**src/rtl/cpu_pkg.sv**
```systemverilog
// Shared CPU definitions: field widths and the control bundle layout used by
// the ctrl mux, the ID/EX register and the EX/MEM register.
package cpu_pkg;

    localparam int XLEN_DEFAULT = 32;
    localparam int ALUOP_W      = 5;
    localparam int REG_IDX_W    = 5;

    // Control bundle; field order is shared with the neighbouring stages.
    typedef struct packed {
        logic               reg_write;
        logic               mem_to_reg;
        logic               mem_write;
        logic               mem_read;
        logic               branch;
        logic               alu_src;
        logic [ALUOP_W-1:0] alu_op;
    } ctrl_t;

    // A bubble carries no side effects: all controls and the ALU op are zero.
    localparam ctrl_t CTRL_BUBBLE = '0;

    // True when the next edge loads a bubble: a flush, or an unstalled load
    // of an empty ID slot.
    function automatic logic loads_bubble(input logic flush,
                                          input logic stall,
                                          input logic valid_in);
        return flush | (~stall & ~valid_in);
    endfunction

endpackage

```
**src/rtl/sat_counter.sv**
```systemverilog
// Saturating up-counter with synchronous active-low reset. Sticks at
// all-ones instead of wrapping so long runs stay meaningful.
module sat_counter #(
    parameter int W = 32
) (
    input  logic         clk,
    input  logic         rstn,
    input  logic         inc,
    output logic [W-1:0] count
);

    logic [W-1:0] count_q;
    logic [W-1:0] count_d;

    // Next count: add one on inc unless already at all-ones.
    always_comb begin
        count_d = count_q;
        if (inc && (count_q != {W{1'b1}})) begin
            count_d = count_q + {{(W-1){1'b0}}, 1'b1};
        end
    end

    // Count register; reset wins over increment.
    always_ff @(posedge clk) begin
        if (!rstn) begin
            count_q <= '0;
        end else begin
            count_q <= count_d;
        end
    end

    assign count = count_q;

endmodule

```
**src/rtl/id_ex_reg.sv**
```systemverilog
// ID/EX pipeline register. Captures the control bundle and decoded operands
// from ID, supports hold (stall) and bubble insertion (flush), tracks a valid
// bit per entry and counts bubbles entering EX.
// Edge priority: reset > flush > stall > load.
module id_ex_reg
    import cpu_pkg::*;
#(
    parameter int XLEN  = XLEN_DEFAULT,
    parameter int CNT_W = 32
) (
    input  logic                 clk,
    input  logic                 rstn,
    input  logic                 stall,
    input  logic                 flush,
    input  logic                 valid_in,
    input  logic                 ID_RegWrite,
    input  logic                 ID_MemtoReg,
    input  logic                 ID_MemWrite,
    input  logic                 ID_MemRead,
    input  logic                 ID_Branch,
    input  logic                 ID_ALUSrc,
    input  logic [ALUOP_W-1:0]   ID_ALUOp,
    input  logic [XLEN-1:0]      ID_pc,
    input  logic [XLEN-1:0]      ID_rs1_data,
    input  logic [XLEN-1:0]      ID_rs2_data,
    input  logic [XLEN-1:0]      ID_imm,
    input  logic [REG_IDX_W-1:0] ID_rs1,
    input  logic [REG_IDX_W-1:0] ID_rs2,
    input  logic [REG_IDX_W-1:0] ID_rd,
    output logic                 EX_RegWrite,
    output logic                 EX_MemtoReg,
    output logic                 EX_MemWrite,
    output logic                 EX_MemRead,
    output logic                 EX_Branch,
    output logic                 EX_ALUSrc,
    output logic [ALUOP_W-1:0]   EX_ALUOp,
    output logic [XLEN-1:0]      EX_pc,
    output logic [XLEN-1:0]      EX_rs1_data,
    output logic [XLEN-1:0]      EX_rs2_data,
    output logic [XLEN-1:0]      EX_imm,
    output logic [REG_IDX_W-1:0] EX_rs1,
    output logic [REG_IDX_W-1:0] EX_rs2,
    output logic [REG_IDX_W-1:0] EX_rd,
    output logic                 EX_valid,
    output logic [CNT_W-1:0]     bubble_cnt
);

    ctrl_t                ctrl_in;
    ctrl_t                ctrl_q,     ctrl_d;
    logic [XLEN-1:0]      pc_q,       pc_d;
    logic [XLEN-1:0]      rs1_data_q, rs1_data_d;
    logic [XLEN-1:0]      rs2_data_q, rs2_data_d;
    logic [XLEN-1:0]      imm_q,      imm_d;
    logic [REG_IDX_W-1:0] rs1_q,      rs1_d;
    logic [REG_IDX_W-1:0] rs2_q,      rs2_d;
    logic [REG_IDX_W-1:0] rd_q,       rd_d;
    logic                 valid_q,    valid_d;
    logic                 bubble_inc;

    // Gather the incoming control bits into the shared bundle layout.
    always_comb begin
        ctrl_in            = CTRL_BUBBLE;
        ctrl_in.reg_write  = ID_RegWrite;
        ctrl_in.mem_to_reg = ID_MemtoReg;
        ctrl_in.mem_write  = ID_MemWrite;
        ctrl_in.mem_read   = ID_MemRead;
        ctrl_in.branch     = ID_Branch;
        ctrl_in.alu_src    = ID_ALUSrc;
        ctrl_in.alu_op     = ID_ALUOp;
    end

    // Next-state selection: flush bubbles, stall holds, otherwise load.
    always_comb begin
        ctrl_d     = ctrl_q;
        pc_d       = pc_q;
        rs1_data_d = rs1_data_q;
        rs2_data_d = rs2_data_q;
        imm_d      = imm_q;
        rs1_d      = rs1_q;
        rs2_d      = rs2_q;
        rd_d       = rd_q;
        valid_d    = valid_q;
        if (flush) begin
            // Data fields keep their old values; only the side-effecting
            // parts and the indices (to avoid false forwarding hits) clear.
            ctrl_d  = CTRL_BUBBLE;
            rs1_d   = '0;
            rs2_d   = '0;
            rd_d    = '0;
            valid_d = 1'b0;
        end else if (!stall) begin
            pc_d       = ID_pc;
            rs1_data_d = ID_rs1_data;
            rs2_data_d = ID_rs2_data;
            imm_d      = ID_imm;
            valid_d    = valid_in;
            if (valid_in) begin
                ctrl_d = ctrl_in;
                rs1_d  = ID_rs1;
                rs2_d  = ID_rs2;
                rd_d   = ID_rd;
            end else begin
                ctrl_d = CTRL_BUBBLE;
                rs1_d  = '0;
                rs2_d  = '0;
                rd_d   = '0;
            end
        end
    end

    // Pipeline register; synchronous reset clears everything.
    always_ff @(posedge clk) begin
        if (!rstn) begin
            ctrl_q     <= CTRL_BUBBLE;
            pc_q       <= '0;
            rs1_data_q <= '0;
            rs2_data_q <= '0;
            imm_q      <= '0;
            rs1_q      <= '0;
            rs2_q      <= '0;
            rd_q       <= '0;
            valid_q    <= 1'b0;
        end else begin
            ctrl_q     <= ctrl_d;
            pc_q       <= pc_d;
            rs1_data_q <= rs1_data_d;
            rs2_data_q <= rs2_data_d;
            imm_q      <= imm_d;
            rs1_q      <= rs1_d;
            rs2_q      <= rs2_d;
            rd_q       <= rd_d;
            valid_q    <= valid_d;
        end
    end

    assign bubble_inc = loads_bubble(flush, stall, valid_in);

    sat_counter #(
        .W (CNT_W)
    ) u_bubble_cnt (
        .clk   (clk),
        .rstn  (rstn),
        .inc   (bubble_inc),
        .count (bubble_cnt)
    );

    assign EX_RegWrite = ctrl_q.reg_write;
    assign EX_MemtoReg = ctrl_q.mem_to_reg;
    assign EX_MemWrite = ctrl_q.mem_write;
    assign EX_MemRead  = ctrl_q.mem_read;
    assign EX_Branch   = ctrl_q.branch;
    assign EX_ALUSrc   = ctrl_q.alu_src;
    assign EX_ALUOp    = ctrl_q.alu_op;
    assign EX_pc       = pc_q;
    assign EX_rs1_data = rs1_data_q;
    assign EX_rs2_data = rs2_data_q;
    assign EX_imm      = imm_q;
    assign EX_rs1      = rs1_q;
    assign EX_rs2      = rs2_q;
    assign EX_rd       = rd_q;
    assign EX_valid    = valid_q;

endmodule

```
**config.mk**
```make
export PLATFORM = sky130hd
export DESIGN_NAME = id_ex_reg
export DESIGN_NICKNAME = d
export VERILOG_FILES = /design/src/rtl/cpu_pkg.sv /design/src/rtl/sat_counter.sv /design/src/rtl/id_ex_reg.sv
export SDC_FILE = /design/constraint.sdc
export NUM_CORES = 1
export LEC_CHECK = 0
export BUFFER_PORTS_ARGS = -buffer_cell sky130_fd_sc_hd__buf_2
export CAP_MARGIN = 15
export CORE_MARGIN = 8
export CORE_UTILIZATION = 23
export CTS_CLUSTER_DIAMETER = 120
export DETAILED_ROUTE_END_ITERATION = 7
export PLACE_DENSITY_LB_ADDON = 0.2
export RECOVER_POWER = 100
export SKIP_CTS_REPAIR_TIMING = 1
export SLEW_MARGIN = 20
export SYNTH_ARGS = -nofsm -noshare
export SYNTH_HDL_FRONTEND = slang
export SYNTH_SLANG_ARGS = --single-unit
```
**constraint.sdc**
```tcl
create_clock -name clk -period 6.7 [get_ports clk]
set_clock_uncertainty 0.2 [all_clocks]
set_input_delay 0.67 -clock clk [delete_from_list [all_inputs] [get_ports clk]]
set_output_delay 0.67 -clock clk [all_outputs]
set_load 0.03 [all_outputs]
```
### Word-level counts from Yosys, hierarchy flattened

Index checks and enable logic that the tools add are counted.

* ROM bits: 0
* word-level logic and storage cells: 31
* flip-flop bits (word level): 187
* memories: 0
* output and inout port bits: 187
* RAM bits: 0
* bits in latches: 0

* reductions and logical operators: 3
* multipliers: 0
* equality and inequality tests: 1
* shift operators: 0
* div/mod/pow operators: 0
* magnitude comparators: 0
* multiplexer cells: 4
* add/subtract/negate cells: 1
* bitwise gates (word level): 6

Operators with widths (number)
* $add 32x1->32 const B: 1
* $ne 32x32->1 const B: 1
* $mux 5: 3
* $mux 11: 1
* $not 1->1: 4
* $reduce_and 2->1: 1
* $reduce_or 2->1: 1
* $and 1x1->1: 1
* $logic_and 1x1->1: 1
* $or 1x1->1: 1

### Logic depth before layout (Yosys ltp)

Gate-level depths: netlist of run 1.

* depth after elaboration: 4
* mapped depth: 8
* gate-level depth less buffers: 6

### Modules after synthesis

From an unflattened synthesis of run 1, not the netlist that was laid out.

* cells, all modules: 904
* area, all modules: 8023.9 sq um

Modules (own cells, without submodules)
* id_ex_reg: area an instance 6319.8 sq um, cells an instance 704, times used 1
* sat_counter: area an instance 1704.1 sq um, cells an instance 200, times used 1

### Least setup slack after synthesis of run 1

Ideal clock, no wire load.

* path kind: flip-flop to flip-flop
* start point: reg u_bubble_cnt.count_q[19] (netlist: u_bubble_cnt.count[19])
* end point: reg u_bubble_cnt.count_q[0] (netlist: u_bubble_cnt.count[0])
* slack: 4234 ps
* period minus slack after synthesis: 2466 ps
* arrival: 2139 ps
* path buffers: 1
* stages on the path, launching flop included: 7
* path through: dfxtp_1 > nand4_1 > or4_4 > o41ai_4 > buf_6 > xor2_1 > nor2_1

* cells in the longest elaborated chain, start to end: 2

RTL lines
* start: declaration: line sat_counter.sv:12 `logic [W-1:0] count_q;`
* start signal: assignment: line sat_counter.sv:28 `count_q <= count_d;`
* $ne 32x32->1: line sat_counter.sv:18 `if (inc && (count_q != {W{1'b1}})) begin`
* $logic_and 1x1->1: line sat_counter.sv:18

Every way passes these cells.
A chain may end at the register's enable or synchronous reset.

### Final worst setup path of run 1

* start point: reg u_bubble_cnt.count_q[19] (netlist: u_bubble_cnt.count[19])
* end point: reg u_bubble_cnt.count_q[6] (netlist: u_bubble_cnt.count[6])

The elaborated chain is that of the path after synthesis.

==> key figures, run 1 <==
Setup path
  • Crit path largest cell delay: around 2 ns
  • Crit Path Max Fanout: 15
  • Count of buffer and inverter cells on the critical path: 0
  • Critical-path cell list: nand4_1 > or4_1 > o41ai_1 > or4_2 > a21oi_1
  • Worst reg2reg setup slack: between 2 and 3 ns
  • Crit Path Class: reg2reg
  • Slowest stage cell, crit path: o41ai_1
  • Crit start category: flop
  • CP Data Arrival Time: a little over 4 ns
  • Endpoint class of the critical path: flop
  • Reg2Reg Depth: 5
  • Critical Path Stages: 5
  • CP required: 6.78 ns
  • Crit path max-delay family: compound AO/OA/AOI/OAI gates

GRT
  • Vias in the first global route: about 6800
  • Tot GR Track Use: 0.135
  • First-pass GRT wire length: 38500 um
  • Grt ovf: 0
  • Initial antenna violation count: 5
  • Largest net degree at the start of global routing: 93

CTS
  • Clock slew at reported path FFs: 0.07 ns
  • CTS Buffer Depth: 2
  • Htree depth: 4
  • CTS buffer count: 17
  • Clk_lat worst skew: around 0.44 ns
  • CTS tree: done
  • Clock Tree Root: clkbuf_16
  • Clock sinks: roughly 190

Floorplanning
  • DIE AREA: between 30000 and 40000 um^2
  • Initial core utilization: 0.234
  • Die Y-Extent: 190 um
  • FP Rows: 63
  • Die width: roughly 190 um
  • Ports: ~350
  • Core area: 29700 um^2

Synthesis
  • Post-synthesis compound-gate area fraction: 0.175
  • Mean Syn Cell Area: approximately 8.1 um^2
  • Combinational family with the most area after synthesis: simple AND/OR/NAND/NOR gates
  • #FFs+latches synth: about 190
  • Synth Cell Area: approximately 7000 um^2
  • Top cell type's share of synthesized area: 0.538
  • Adder-Cell Fraction of Synth Area: 0.00180
  • Area contributors post-synth: dfxtp_1, nand2_1, a21oi_1, a22oi_1, clkbuf_1
  • Post-Synthesis Cells: 854
  • Yosys top cell by area: dfxtp_1
  • Simple-Gate Fraction of Synth Area: 0.237
  • Xor/xnor share of the synthesized area: 0.00504
  • Total number of yosys warnings: 0
  • Post-Syn Nets: ~1000
  • Main synth FF type: dfxtp_1
  • Asr flop ratio synth: 0
  • Number of synthesized flops with an enable pin: 0
  • Post-synth cell types: 47
  • Sequential share of the synthesized area: 0.538
  • Multiplexer share of the synthesized area: 0.00288

Final layout
  • Final Cell Area: between 9000 and 10000 um^2
  • P&R area growth vs syn: 34.6%
  • Non-filler instance count after layout: around 1600
  • Share of layout cells above drive strength 1: 0.179
  • Layout Nets: between 1000 and 1500
  • FILL cells: ~3300

Placement
  • DPL Wire Length: 18100 um
  • Inst Count DP: around 1500
  • DP Area: about 9000 um^2
  • GP Congestion: about 0.75
  • Number of I/O port buffers: between 300 and 400

STA
  • Final Slew Violations: 16
  • Slew @ Worst Pin: ~2.4 ns
  • FMAX: 249 MHz
  • Slew headroom: -0.640
  • Crit path time final: ~4.0 ns
  • Final Setup Violations: 0
  • Setup_tns: 0 ns
  • Fin. Hold Viols: 0
  • RSZ-0062 raised after global routing: no
  • Final critical-path share of the clock period: 0.599

Detailed routing
  • Total wire length: 25300 um
  • Via/cell ratio: ~4.4
  • Avg WL per Cell: 16.1 um
  • Residual DRC: 0
  • Initial DRC count: around 290
  • DR vias: just under 7000
  • Pre-antenna DRT Iters: 4
  • Post-DRT Antenna Nets: 0

Min path
  • Hold-critical path depth: 3
  • HP Class: in2reg

Status
  • Violated checks: max-capacitance violations, max-slew violations
  • Outcome: finished, violations left

Power
  • Power density cells: 273 nW/um^2
  • Leakage power: ~3.4 nW
  • Max IR drop VDD: 0.000147 V

Run
  • Max-Cap Viols: 1
per-layer routing:
layer  vias up  GRT usage  wire length [um]
met3        29     0.0641              2520
met4         8     0.0460               464
li1       3505          -                 -
met1      3157      0.157             10400
met2       215      0.214             11800
met5         -          0                39
worst reg2reg max path: stages, from the launching register on:
cell and delay [ns]:
dfxtp_1 0.45, nand4_1 0.20, or4_1 0.59, o41ai_1 2.00, or4_2 0.35, a21oi_1 0.07
path summary, 6_finish.rpt:
check / startpoint / to
setup / recovery: u_bubble_cnt.count[19] / u_bubble_cnt.count[6]
setup reg to reg: u_bubble_cnt.count[19] / u_bubble_cnt.count[6]
hold reg to reg: EX_pc[11] / EX_pc[11]
hold / removal: ID_imm[30] / EX_imm[30]
report_power, final:
group | leakage (nW) | total (mW) | switching (mW) | internal, mW
Clock | 0.308 | 1.11 | 0.466 | 0.639
Combinational | 1.59 | 0.275 | 0.194 | 0.0804
Sequential | 1.52 | 1.17 | 0.0210 | 1.15
Total | 3.42 | 2.55 | 0.682 | 1.87
cells in the mapped netlist, types with 2 or more instances:
cell type	number
a22oi_1	26
mux2i_1	2
o31ai_1	14
clkbuf_1	52
a31oi_1	2
nand4_1	5
nand2b_1	4
o21ai_0	5
nand3_1	18
buf_2	3
or4_2	4
dfxtp_1	187
or3_1	2
and3_1	4
buf_6	2
nor2_1	37
or2_2	3
xnor2_1	2
a21oi_2	5
buf_1	3
or4_1	11
and4_1	3
nand2_1	277
xor2_1	2
nor4_1	4
inv_1	5
nor3_1	3
a21oi_1	146
or3_2	4
o21ai_2	2
cell families after synthesis:
group,count (synthesis)
fa+ha+maj,1
simple gates,385
buf+inv,67
mux,2
flops,187
xor+xnor,4
compound gates,208
sequential cells by signal, indices dropped and copies added, names as in the netlist, 5 cells and up:
signal and count:
EX_rs1 5, EX_rs1_data 32, EX_imm 32, EX_ALUOp 5, EX_rs2 5, u_bubble_cnt.count 32, EX_rd 5, EX_pc 32
EX_rs2_data 32
cells in the final DEF, fill, tap and decap left out, drive strengths merged:
master and count:
a21oi 151, a22oi 26, a31oi 2, and2 1
and3 4, and4 4, buf 161, bufinv 4
clkbuf 208, clkinv 5, clkinvlp 1, dfxtp 187
diode 1, ha 1, inv 9, mux2i 2
nand2 277, nand2b 4, nand3 18, nand4 5
nor2 37, nor2b 1, nor3 3, nor4 5
nor4b 1, o211a 1, o211ai 1, o21ai 8
o21bai 1, o311a 1, o31a 1, o31ai 14
o41ai 2, or2 3, or3 6, or4 16
xnor2 2, xor2 2
cell type report:
class | instances | area [um^2] | area share
multi-input cells | 600 | 2910 | 0.310
clock inverters | 13 | 190 | 0.0203
inverters | 6 | 25.0 | 0.00267
repair buffers | 350 | 1560 | 0.167
flip-flops and latches | 187 | 3740 | 0.400
clock buffers | 19 | 443 | 0.0473
diodes | 1 | 2.50 | 0.000267
well taps | 390 | 488 | 0.0521
stage by stage:
step                utilization  power [mW]  hold WS (ns)  setup WS, ns
floorplan                     -        1.37         0.384          4.23
global placement          0.302        1.49         0.239          3.40
detailed placement        0.302        1.49         0.243          3.40
CTS                       0.323        2.61         0.219          3.69
global route              0.315        2.66         0.233          2.25
finish                    0.315        2.55         0.252          2.68
No activity file was read; power rests on OpenSTA's default activity.
==> inputs of run 2 (changes only) <==
==> constraint.sdc (replaced) <==
create_clock -name clk -period 4.1 [get_ports clk]
set_clock_uncertainty 0.2 [all_clocks]
set_input_delay 0.41 -clock clk [delete_from_list [all_inputs] [get_ports clk]]
set_output_delay 0.41 -clock clk [all_outputs]
set_load 0.03 [all_outputs]
==> key figures, run 2 (synthesis gave the netlist of run 1 again) <==
Status
  • Outcome: finished, violations left
  • Violated checks: negative hold slack

CTS
  • Clk_lat worst skew: about 0.44 ns
  • Clock slew at reported path FFs: approximately 0.080 ns
  • Clock sinks: 187
  • CTS buffer count: 17
  • Htree depth: 4
  • Clock Tree Root: clkbuf_16
  • CTS Buffer Depth: 2
  • CTS tree: done

Setup path
  • CP required: approximately 4.3 ns
  • Slowest stage cell, crit path: o21bai_1
  • Count of buffer and inverter cells on the critical path: 1
  • Critical-path cell list: clkbuf_1 > o21bai_1 > nand3_1 > nand2b_1 > or4_2 > a21oi_1
  • Crit path max-delay family: simple AND/OR/NAND/NOR gates
  • Crit Path Max Fanout: 31
  • Endpoint class of the critical path: flop
  • Crit start category: input pin
  • CP Data Arrival Time: roughly 3.4 ns
  • Crit path largest cell delay: slightly above 0.7 ns
  • Crit Path Class: in2reg

Power
  • Max IR drop VDD: between 0.0002 and 0.00025 V
  • Leakage power: 3.75 nW
  • Power density cells: between 400 and 500 nW/um^2

Final layout
  • Layout Nets: ~1400
  • Ant diodes: 0
  • Share of layout cells above drive strength 1: 0.170
  • Non-filler instance count after layout: ~1600
  • P&R area growth vs syn: 46.0%
  • Commonest cells after routing, fill and taps aside: nand2_1, clkbuf_1, dfxtp_1
  • Commonest non-fill, non-tap cell in the layout: nand2_1

Floorplanning
  • FP Rows: 63
  • Die width: around 190 um
  • Initial core utilization: 0.234
  • Ports: between 300 and 400
  • Core area: 29700 um^2
  • DIE AREA: around 36000 um^2
  • Die Y-Extent: 190 um

STA
  • Worst hold margin: -0.000285 ns
  • Crit path time final: around 3.2 ns
  • Fin. Hold Viols: 1
  • Setup_tns: 0 ns
  • Final Slew Violations: 0
  • Final Setup Violations: 0
  • Slew headroom: 0.0509
  • FMAX: between 300 and 400 MHz
  • Final setup margin: roughly 0.90 ns
  • Slew @ Worst Pin: approximately 1.4 ns
  • Final critical-path share of the clock period: 0.781
  • RSZ-0062 raised after global routing: no

Run
  • Max-Cap Viols: 0

Detailed routing
  • Avg WL per Cell: ~16 um
  • Total wire length: approximately 26000 um
  • Via/cell ratio: roughly 4.4
  • Pre-antenna DRT Iters: 6
  • DR vias: ~7200
  • Post-DRT Antenna Nets: 0
  • Initial DRC count: between 200 and 300
  • Residual DRC: 0

GRT
  • Tot GR Track Use: 0.137
  • First-pass GRT wire length: around 39000 um
  • Vias in the first global route: roughly 6800
  • Initial antenna violation count: 3
  • GRT met1 Usage: 0.158
  • Met3 global-route usage: 0.0591
  • Met2 GRT Util: 0.224
  • Largest net degree at the start of global routing: 90
  • Grt ovf: 0
  • Top Usage Layer GRT: met2

Placement
  • Pre-CTS setup slack: about 1.1 ns
  • DPL Wire Length: between 15000 and 20000 um
  • Inst Count DP: between 1500 and 2000
  • GP Congestion: around 0.76
  • Number of I/O port buffers: ~350

Min path
  • HP Class: in2reg
## run 2: metal layers
layer / wire (um) / up-vias
met1: 11000 / 3289
met4: 340 / 4
li1: - / 3662
met2: 12500 / 217
met3: 2230 / 20
met5: 26 / -
## run 2: through the flow
step	util	total power [mW]	cell area [um^2]	hold slack [ns]
global route	0.342	4.36	10200	0.000508
CTS	0.324	4.21	9640	-0.0437
global placement	0.304	2.44	9020	0.239
finish	0.342	4.17	10200	-0.000285
detailed placement	0.304	2.44	9020	0.243
floorplan	-	2.23	6950	0.346
## run 2: where the power goes
| part | internal, mW | switching (mW) |
|---|---|---|
| clock network | 0.944 | 0.793 |
| registers | 1.88 | 0.0340 |
| logic | 0.182 | 0.332 |
| total | 3.01 | 1.16 |
## run 2: worst register-to-register path, stage by stage (launching register included)
cell and delay (ns):
dfxtp_1 0.44, nand4_1 0.21, or4_1 0.61, o41ai_2 1.21
o21ai_0 0.28, a21oi_2 0.16
## run 2: worst paths after layout
path	start	to	slack, ns	cells after the start
hold / removal	ID_imm[25]	EX_imm[25]	-0.0003	3
setup reg to reg	u_bubble_cnt.count[19]	u_bubble_cnt.count[20]	0.92	5
hold reg to reg	EX_rs2_data[10]	EX_rs2_data[10]	0.25	2
setup / recovery	stall	u_bubble_cnt.count[23]	0.90	6
## run 2: layout make-up
cell class / instances / area [um^2]
clock inverters: 14 / 176
well taps: 390 / 488
clock buffers: 18 / 439
fillers: 3261 / 19600
inverters: 6 / 25.0
repair buffers: 431 / 2360
multi-input cells: 600 / 2920
flip-flops and latches: 187 / 3740
